--- config.mk ---
export PLATFORM = sky130hd
export DESIGN_NAME = lcd_stream_reader
export DESIGN_NICKNAME = d
export VERILOG_FILES = /design/src/rtl/lcd_stream_pkg.sv /design/src/rtl/pixel_skid_fifo.sv /design/src/rtl/lcd_stream_reader.sv
export SDC_FILE = /design/constraint.sdc
export NUM_CORES = 1
export LEC_CHECK = 0
export ABC_AREA = 1
export ABC_CLOCK_PERIOD_IN_PS = 8400
export CORE_MARGIN = 2
export CORE_UTILIZATION = 45
export DETAILED_ROUTE_END_ITERATION = 7
export PLACE_DENSITY = 0.67
export SLEW_MARGIN = 5
export SYNTH_ARGS = -nofsm -noshare
export SYNTH_HDL_FRONTEND = slang
export SYNTH_SLANG_ARGS = --single-unit
--- constraint.sdc ---
create_clock -name clk -period 8.4 [get_ports clk]
set_input_delay 1.68 -clock clk [delete_from_list [all_inputs] [get_ports clk]]
set_output_delay 1.68 -clock clk [all_outputs]
set_load 0.01 [all_outputs]
--- src/rtl/lcd_stream_pkg.sv ---
// Shared definitions for the 17-bit tagged LCD frame stream.
// The stream writers and the reader all use these command words.
package lcd_stream_pkg;

    localparam int WORD_W = 17;

    localparam logic [WORD_W-1:0] CMD_FRAME_START = 17'h10000;
    localparam logic [WORD_W-1:0] CMD_ROW_START   = 17'h10001;
    localparam logic [WORD_W-1:0] CMD_FRAME_END   = 17'h1FFFF;

    localparam int SKID_DEPTH = 3;

    typedef enum logic [1:0] {
        WAIT_FRAME,
        WAIT_ROW,
        ROW_PIXELS,
        WAIT_END
    } parser_state_e;

    function automatic logic [1:0] skid_ptr_next(input logic [1:0] ptr);
        return (ptr == 2'(SKID_DEPTH - 1)) ? 2'd0 : ptr + 2'd1;
    endfunction

endpackage

--- src/rtl/pixel_skid_fifo.sv ---
// Three-entry skid buffer between the stream parser and the line-buffer side.
// Exposes the next-cycle occupancy so the reader can decide its pop one cycle ahead.
module pixel_skid_fifo
    import lcd_stream_pkg::*;
#(
    parameter int WIDTH = 16
) (
    input  logic             clk,
    input  logic             reset,
    input  logic             pushValid_i,
    input  logic [WIDTH-1:0] pushData_i,
    input  logic             popReady_i,
    output logic [WIDTH-1:0] headData_o,
    output logic             headValid_o,
    output logic [1:0]       countNext_o
);

    logic [WIDTH-1:0] mem_q [SKID_DEPTH];
    logic [1:0]       wrPtr_q;
    logic [1:0]       rdPtr_q;
    logic [1:0]       count_q;
    logic [1:0]       count_d;
    logic             doPush;
    logic             doPop;

    assign doPop  = popReady_i && (count_q != 2'd0);
    assign doPush = pushValid_i && ((count_q != 2'(SKID_DEPTH)) || doPop);

    always_comb begin
        count_d = count_q;
        if (doPush && !doPop) begin
            count_d = count_q + 2'd1;
        end else if (!doPush && doPop) begin
            count_d = count_q - 2'd1;
        end
    end

    // Storage is cleared on reset so the pixel outputs read as zero until the first push.
    always_ff @(posedge clk or posedge reset) begin
        if (reset) begin
            wrPtr_q <= '0;
            rdPtr_q <= '0;
            count_q <= '0;
            for (int i = 0; i < SKID_DEPTH; i++) begin
                mem_q[i] <= '0;
            end
        end else begin
            if (doPush) begin
                mem_q[wrPtr_q] <= pushData_i;
                wrPtr_q        <= skid_ptr_next(wrPtr_q);
            end
            if (doPop) begin
                rdPtr_q <= skid_ptr_next(rdPtr_q);
            end
            count_q <= count_d;
        end
    end

    assign headData_o  = mem_q[rdPtr_q];
    assign headValid_o = (count_q != 2'd0);
    assign countNext_o = count_d;

endmodule

--- src/rtl/lcd_stream_reader.sv ---
// Consumer of the tagged LCD frame stream: pops the queue, checks frame geometry
// and hands annotated pixels to the line buffer; violations resync at the next frame start.
module lcd_stream_reader
    import lcd_stream_pkg::*;
#(
    parameter  int FRAME_WIDTH  = 480,
    parameter  int FRAME_HEIGHT = 272,
    localparam int XW           = $clog2(FRAME_WIDTH),
    localparam int YW           = $clog2(FRAME_HEIGHT)
) (
    input  logic              clk,
    input  logic              reset,
    input  logic [WORD_W-1:0] queue_data,
    input  logic              queue_empty,
    output logic              queue_rd_en,
    output logic [15:0]       pix_data,
    output logic [XW-1:0]     pix_x,
    output logic [YW-1:0]     pix_y,
    output logic              pix_sof,
    output logic              pix_eol,
    output logic              pix_eof,
    output logic              pix_valid,
    input  logic              pix_ready,
    output logic              frame_done,
    output logic              proto_err,
    output logic [7:0]        err_count
);

    localparam int PW = 16 + XW + YW + 3;

    parser_state_e state_q, state_d;
    logic [XW-1:0] x_q, x_d;
    logic [YW-1:0] y_q, y_d;
    logic          inFlight_q;
    logic          rdEn_q, rdEn_d;
    logic          frameDone_q, frameDone_d;
    logic          protoErr_q, protoErr_d;
    logic [7:0]    errCount_q;

    logic          popFire;
    logic          pushValid;
    logic [PW-1:0] pushData;
    logic [PW-1:0] headData;
    logic [1:0]    countNext;
    logic [2:0]    occupancyNext;
    logic          isPixel, isFrameStart, isRowStart, isFrameEnd;
    logic          lastCol, lastRow;

    assign isPixel      = !queue_data[16];
    assign isFrameStart = (queue_data == CMD_FRAME_START);
    assign isRowStart   = (queue_data == CMD_ROW_START);
    assign isFrameEnd   = (queue_data == CMD_FRAME_END);
    assign lastCol      = (x_q == XW'(FRAME_WIDTH - 1));
    assign lastRow      = (y_q == YW'(FRAME_HEIGHT - 1));

    // A pop commits a buffer slot a cycle ahead, so the next read enable is judged
    // on next-cycle occupancy plus the word that will then be in flight.
    assign popFire       = rdEn_q && !queue_empty;
    assign occupancyNext = {1'b0, countNext} + {2'b00, popFire};
    assign rdEn_d        = (occupancyNext < 3'd3);

    always_ff @(posedge clk or posedge reset) begin
        if (reset) begin
            state_q     <= WAIT_FRAME;
            x_q         <= '0;
            y_q         <= '0;
            inFlight_q  <= 1'b0;
            rdEn_q      <= 1'b0;
            frameDone_q <= 1'b0;
            protoErr_q  <= 1'b0;
            errCount_q  <= '0;
        end else begin
            state_q     <= state_d;
            x_q         <= x_d;
            y_q         <= y_d;
            inFlight_q  <= popFire;
            rdEn_q      <= rdEn_d;
            frameDone_q <= frameDone_d;
            protoErr_q  <= protoErr_d;
            if (protoErr_d && (errCount_q != 8'hFF)) begin
                errCount_q <= errCount_q + 8'd1;
            end
        end
    end

    // A frame start always restarts the frame; outside WAIT_FRAME it is also flagged below.
    always_comb begin
        state_d = state_q;
        x_d     = x_q;
        y_d     = y_q;
        if (inFlight_q) begin
            if (isFrameStart) begin
                state_d = WAIT_ROW;
                y_d     = '0;
            end else begin
                case (state_q)
                    WAIT_ROW: begin
                        if (isRowStart) begin
                            state_d = ROW_PIXELS;
                            x_d     = '0;
                        end else begin
                            state_d = WAIT_FRAME;
                        end
                    end
                    ROW_PIXELS: begin
                        if (!isPixel) begin
                            state_d = WAIT_FRAME;
                        end else if (lastCol) begin
                            if (lastRow) begin
                                state_d = WAIT_END;
                            end else begin
                                state_d = WAIT_ROW;
                                y_d     = y_q + YW'(1);
                            end
                        end else begin
                            x_d = x_q + XW'(1);
                        end
                    end
                    WAIT_END: state_d = WAIT_FRAME;
                    default:  state_d = state_q;
                endcase
            end
        end
    end

    always_comb begin
        pushValid   = 1'b0;
        frameDone_d = 1'b0;
        protoErr_d  = 1'b0;
        if (inFlight_q) begin
            case (state_q)
                WAIT_ROW:   protoErr_d = !isRowStart;
                ROW_PIXELS: begin
                    pushValid  = isPixel;
                    protoErr_d = !isPixel;
                end
                WAIT_END: begin
                    frameDone_d = isFrameEnd;
                    protoErr_d  = !isFrameEnd;
                end
                default: begin
                    pushValid = 1'b0;
                end
            endcase
        end
    end

    assign pushData = {queue_data[15:0], x_q, y_q,
                       (x_q == '0) && (y_q == '0), lastCol, lastCol && lastRow};

    pixel_skid_fifo #(
        .WIDTH (PW)
    ) u_skid (
        .clk         (clk),
        .reset       (reset),
        .pushValid_i (pushValid),
        .pushData_i  (pushData),
        .popReady_i  (pix_ready),
        .headData_o  (headData),
        .headValid_o (pix_valid),
        .countNext_o (countNext)
    );

    assign {pix_data, pix_x, pix_y, pix_sof, pix_eol, pix_eof} = headData;
    assign queue_rd_en = rdEn_q;
    assign frame_done  = frameDone_q;
    assign proto_err   = protoErr_q;
    assign err_count   = errCount_q;

endmodule

After elaboration in Yosys (flattened, before gate mapping)

Index checks and enable logic that the tools add are counted.

Register bits: 149
Bits of input ports: 21
Output and inout port bits: 49
Word-level logic and storage cells: 104

Add/sub/neg operators: 8
$lt $le $gt $ge: 4
Equality and inequality tests: 18
Muxes and demuxes: 31
Bitwise operators: 3
Reductions and logical operators: 26

Operator list:

| kind                 | count |
|---|---|
| $bwmux 111           | 1 |
| $mux 37              | 3 |
| $bmux 37 s2          | 1 |
| $demux 37 s2         | 1 |
| $mux 9               | 8 |
| $eq 17x17->1 const B | 3 |
| $add 9x1->9 const B  | 2 |
| $eq 9x9->1 const B   | 2 |
| $logic_not 9->1      | 2 |
| $mux 2               | 9 |
| $pmux 9 s2           | 1 |
| $ne 2x2->1 const B   | 5 |
| $logic_and 1x1->1    | 9 |
| $add 8x1->8 const B  | 1 |
| $eq 2x2->1 const B   | 4 |
| $ne 8x8->1 const B   | 1 |
| $reduce_bool 2->1    | 4 |
| $add 2x1->2 const B  | 3 |
| $ge 3x3->1 const B   | 2 |
| $logic_not 1->1      | 6 |
| $not 2->3            | 2 |
| $pmux 2 s3           | 1 |
| $reduce_and 6->1     | 1 |
| $mux 1               | 5 |
| other kinds (13)     | 13 |

Depth between registers and ports, before layout

Word-level depth: 10
Mapped depth: 13
Gate-level depth less buffers: 13

Modules after synthesis

Synthesis repeated with hierarchy kept, for this count alone.

Cells, all modules: 1,023
Area, all modules: 7,968.9 µm²

By module, submodules not included:

| module            | times used | cells each | area an instance (µm²) | sequential area each (µm²) |
|---|---|---|---|---|
| pixel_skid_fifo   | 1          | 703        | 5,689.2                | 2,927.8 |
| lcd_stream_reader | 1          | 320        | 2,279.7                | 800.8 |

Least setup slack after synthesis

Ideal clock, no wire load.

Path type: input-to-reg
Start point: input port pix_ready
End point: register rdEn_q, in the netlist queue_rd_en
Library setup time: 0.077 ns
Arrival: 2.950 ns
Required time: 8.323 ns
Path slack: 5.373 ns
Stages on the path: 10
Buffers on the path: 0
Cells stage by stage: nand2_1 nand2_1 nand2_4 inv_1 nand2_1 nand2_1 xor2_1 ha_1 ha_1 a21oi_1

Word-level cells in the longest chain between the ends: 9
Elaborated cells on any way between the ends: 11

RTL lines:

| what                 | line                    | text |
|---|---|---|
| from (decl)          | lcd_stream_reader.sv:23 | `input logic pix_ready,` |
| $logic_and 1x1->1 *  | pixel_skid_fifo.sv:26   | `assign doPop = popReady_i && (count_q != 2'd0);` |
| $logic_or 1x1->1     | pixel_skid_fifo.sv:27   | `assign doPush = pushValid_i && ((count_q != 2'(SKID_DEPTH)) \|\| doPop);` |
| $logic_and 1x1->1    | pixel_skid_fifo.sv:27   |  |
| $logic_not 1->1      | pixel_skid_fifo.sv:33   | `end else if (!doPush && doPop) begin` |
| $logic_and 1x1->1    | pixel_skid_fifo.sv:33   |  |
| $mux 2               | pixel_skid_fifo.sv:33   |  |
| $mux 2 *             | pixel_skid_fifo.sv:31   | `if (doPush && !doPop) begin` |
| net countNext[0]     | lcd_stream_reader.sv:44 | `logic [1:0] countNext;` |
| $add 2x1->3 *        | lcd_stream_reader.sv:59 | `assign occupancyNext = {1'b0, countNext} + {2'b00, popFire};` |
| $lt 3x2->1 *         | lcd_stream_reader.sv:60 | `assign rdEn_d = (occupancyNext < 3'd3);` |
| net rdEn_d           | lcd_stream_reader.sv:35 | `logic rdEn_q, rdEn_d;` |
| to (signal assigned) | lcd_stream_reader.sv:77 | `rdEn_q <= rdEn_d;` |
| to (decl)            | lcd_stream_reader.sv:35 |  |

Mark *: on every way through the listed nets, which the timed path passes. The rest lies on a longest branch.
A chain may end at the register's enable or synchronous reset.

Worst setup path in the final report

Start point: register u_skid.rdPtr_q[0]
End point: output port pix_eof

Word-level cells in the longest chain between the ends: 4

RTL lines:

| what                                        | line                    | text |
|---|---|---|
| from (decl)                                 | pixel_skid_fifo.sv:20   | `logic [1:0] rdPtr_q;` |
| from (signal assigned)                      | pixel_skid_fifo.sv:53   | `rdPtr_q <= skid_ptr_next(rdPtr_q);` |
| $not 2->3 (implied by the code)             | pixel_skid_fifo.sv:59   | `assign headData_o = mem_q[rdPtr_q];` |
| $bmux 37 s2                                 | pixel_skid_fifo.sv:59   |  |
| $mux 37 (implied by the code) (2 in series) | pixel_skid_fifo.sv:59   |  |
| to (decl)                                   | lcd_stream_reader.sv:21 | `output logic pix_eof,` |

No other way between the ends. The select of a mux whose other input is x is not followed.

==> out/qor.yml <==
reg2reg_slack_ns: 5.51
first_global_vias: 5753
cpPeakStageDelay_ns: 0.62
vias: 5916
layout_setup_ws_ns: 3.94
leakage_nw: 4.00
cts_root_buffer: "sky130_fd_sc_hd__clkbuf_16"
antenna_cells_inserted: 0
cts-htree-levels: 4
die-width_um: 132
min_period_over_period_pct: 53.2
syn_area_um2: 7430
finalHoldViolCount: 0
slew_headroom_pct: 21.0
syn_area_per_cell_um2: 8.44
finish.net_count: 968
antenna_violating_nets_post_route: 0
grt_antenna_before_repair: 0
hold_class: "reg2reg"
setup_repair_after_global_routing_missed_its_margin: "false"
fin_setup_tns_ns: 0
post_drt_via_cell_ratio: 5.10
ys_seq_area_share_pct: 50.2
path_max_fanout: 23
worstSetupStartpoint: "u_skid.rdPtr_q[0]"
report.final.setup_viol: 0
place_worst_setup_slack_ns: 4.28
ys_async_sr_fraction_pct: 100
post_synth_edffs: 0
synth_top_cell_by_area: "sky130_fd_sc_hd__dfrtp_1"
worst_supply_voltage_drop_on_vdd_v: 0.000141
worst_setup_path_start_kind: "flop"
detail_route.iter0.violations: 537
critical_path.reg2reg.startpoint: "state_q[0]"
placement.io_buffers: 69
areaGrowthSynthToFinish_pct: 16.9
critical_path.n_buffers_inverters: 3
status: "complete, no violations"
drt_pass1_iterations: 5
drive_gt1_share_pct: 9.33
synthesis.instances: 880
sink_count_of_the_clock_tree: 149
critPathCaptureType: "output pin"
post_drt_wl_per_cell_um: 15.1
postSynthNetCount: 914
cts-hold-fix-buffers: 0
worstPathArrival_ns: 2.78
die_h_um: 132
grt_first_pass_wirelength_um: 29500
timing.critical_path.slowest_stage_cell: "sky130_fd_sc_hd__nor2_2"
clk_pin_slew_ns: 0.06
clock.fmax_ghz: 0.224
area_of_the_die_um2: 17500
worstPathCellList: "nor2_2, buf_4, inv_1, o221ai_1, clkdlybuf4s50_1"
placed_cells: 1131
drc_violation_count_after_routing: 0
site_rows: 46
powerDensity_nw_per_um2: 210
worst_pin_slew_ns: 1.18
reg2reg_to: "u_skid.mem_q[49]"
wl_um: 17500
finalCriticalPeriod_ns: 4.46
placeableCoreArea_um2: 16000
post_cts_resize_count: 0
io_pins: 70
postCtsSetupRepairBufs: 0
worst_path_top_cell_family_by_delay: "buffers and inverters"
report.final.slew_viol_count: 0
path_depth: 5
overflow: 0
grt_util_all_layers_pct: 21.1
netlist-cell-type-count: 38
seq_cells_post_synth: 149
clock_insertion_delay_worst_skew_ns: 0.42
gp_routability_congestion: 0.814
post_synth_main_area_contributors: "sky130_fd_sc_hd__dfrtp_1 (50%), sky130_fd_sc_hd__nand2_1 (15%), sky130_fd_sc_hd__inv_1 (4.7%)"
yosysWarningCount: 0
clock_tree_from_tritoncts: "yes"
synth.top_cells.by_count: "sky130_fd_sc_hd__nand2_1 (287), sky130_fd_sc_hd__dfrtp_1 (149), sky130_fd_sc_hd__inv_1 (93), sky130_fd_sc_hd__o21ai_1 (55), sky130_fd_sc_hd__nand3_1 (47)"
detailed_placement_wirelength_estimate_um: 11300
finalNonFillerCells: 1159
netlist.area_leader.share_pct: 50.2
numCtsBuffers: 17
floorplan.initialDensity_pct: 46.4
critPathCapture: "pix_eof"
synthMostInstantiatedCell: "sky130_fd_sc_hd__nand2_1"
clock_path_buffers: 2
clock_skew_ns: 0.00764
largest_net_degree_at_the_start_of_global_routing: 89
yosys_most_used_dff: "sky130_fd_sc_hd__dfrtp_1"
timing_worst_setup_path_type: "reg2out"
final.fill_count: 1545
crit_required_ns: 6.72
length_in_cells_of_the_worst_reg_to_reg_path: 9
maxCapViolCount: 0
## sequential cells by signal, summed over array words and instances (netlist names)
signal	flops
inFlight_q	1
y_q	9
queue_rd_en	1
u_skid.rdPtr_q	2
x_q	9
frame_done	1
proto_err	1
u_skid.mem_q	111
u_skid.count_q	2
err_count	8
state_q	2
u_skid.wrPtr_q	2
## through the flow
step	cell area (µm²)	hold slack [ns]	power, mW	util, %
global route	8680	0.494	1.91	54.3
CTS	8680	0.481	1.84	54.3
floorplan	7430	0.442	0.941	-
finish	8680	0.477	1.82	54.3
global placement	8150	0.455	1.15	50.9
detailed placement	8150	0.466	1.15	50.9
## tightest hold or removal path, cell delays in order (launching register included)
cell and delay, ns:
sky130_fd_sc_hd__dfrtp_1 0.34, sky130_fd_sc_hd__nand2_1 0.05, sky130_fd_sc_hd__nand2_1 0.05
## routing by layer
| layer | up-vias | GRT usage (%) | part of all wire, % | routed length, µm |
|---|---|---|---|---|
| met1 | 2809 | 29.3 | 48 | 8380 |
| met5 | - | 0 | 0 | 0 |
| li1 | 2967 | - | - | - |
| met4 | 0 | 6.33 | 1.5 | 260 |
| met2 | 120 | 33.4 | 47 | 8160 |
| met3 | 20 | 4.60 | 3.8 | 658 |
## power breakdown
| part | internal [mW] | switching, mW | total, mW |
|---|---|---|---|
| combinational | 0.158 | 0.231 | 0.389 |
| clock | 0.416 | 0.275 | 0.691 |
| sequential | 0.731 | 0.0109 | 0.742 |
## layout by cell type (no fill, tap or decap), drive strengths merged, types with 8 or more instances in the layout
master           n
nand2          291
inv             98
nor2            31
ha              13
o211ai          22
nand4           17
clkdlybuf4s50   69
clkbuf          24
nand3           49
dfrtp          149
o21ai          130
nor3             8
## cell families (layout without fill, tap and decap cells)
| family | count (synthesis) | after routing | synth area share (%) |
|---|---|---|---|
| AOI/OAI and AO/OA | 164 | 164 | 13.9 |
| xor gates and xnor gates | 7 | 7 | 0.825 |
| adders and majority gates | 13 | 13 | 2.19 |
| buffers and inverters | 137 | 200 | 8.81 |
| DFF | 149 | 149 | 50.2 |
| and+or+nand+nor | 410 | 410 | 24.1 |
## worst min path at each step
| stage | start | to | cells after the start |
|---|---|---|---|
| 3_3_place_gp | u_skid.mem_q[107] | u_skid.mem_q[107] | 2 |
| 5_1_grt | u_skid.mem_q[96] | u_skid.mem_q[96] | 2 |
| 6_report | u_skid.mem_q[107] | u_skid.mem_q[107] | 2 |
| 3_5_place_dp | u_skid.mem_q[107] | u_skid.mem_q[107] | 2 |
| 2_1_floorplan | u_skid.mem_q[107] | u_skid.mem_q[107] | 2 |
| 4_1_cts | u_skid.mem_q[107] | u_skid.mem_q[107] | 2 |
## cell type report
class	count	area, µm²	share of cell area, %
clock buffers	24	512	5.89
clock inverters	4	22.5	0.259
inverters	98	375	4.32
multi-input cells	594	3050	35.1
flip-flops and latches	149	3730	42.9
well taps	216	270	3.11
repair buffers	74	728	8.39
Note: power is estimated with default switching activity, not from simulation.
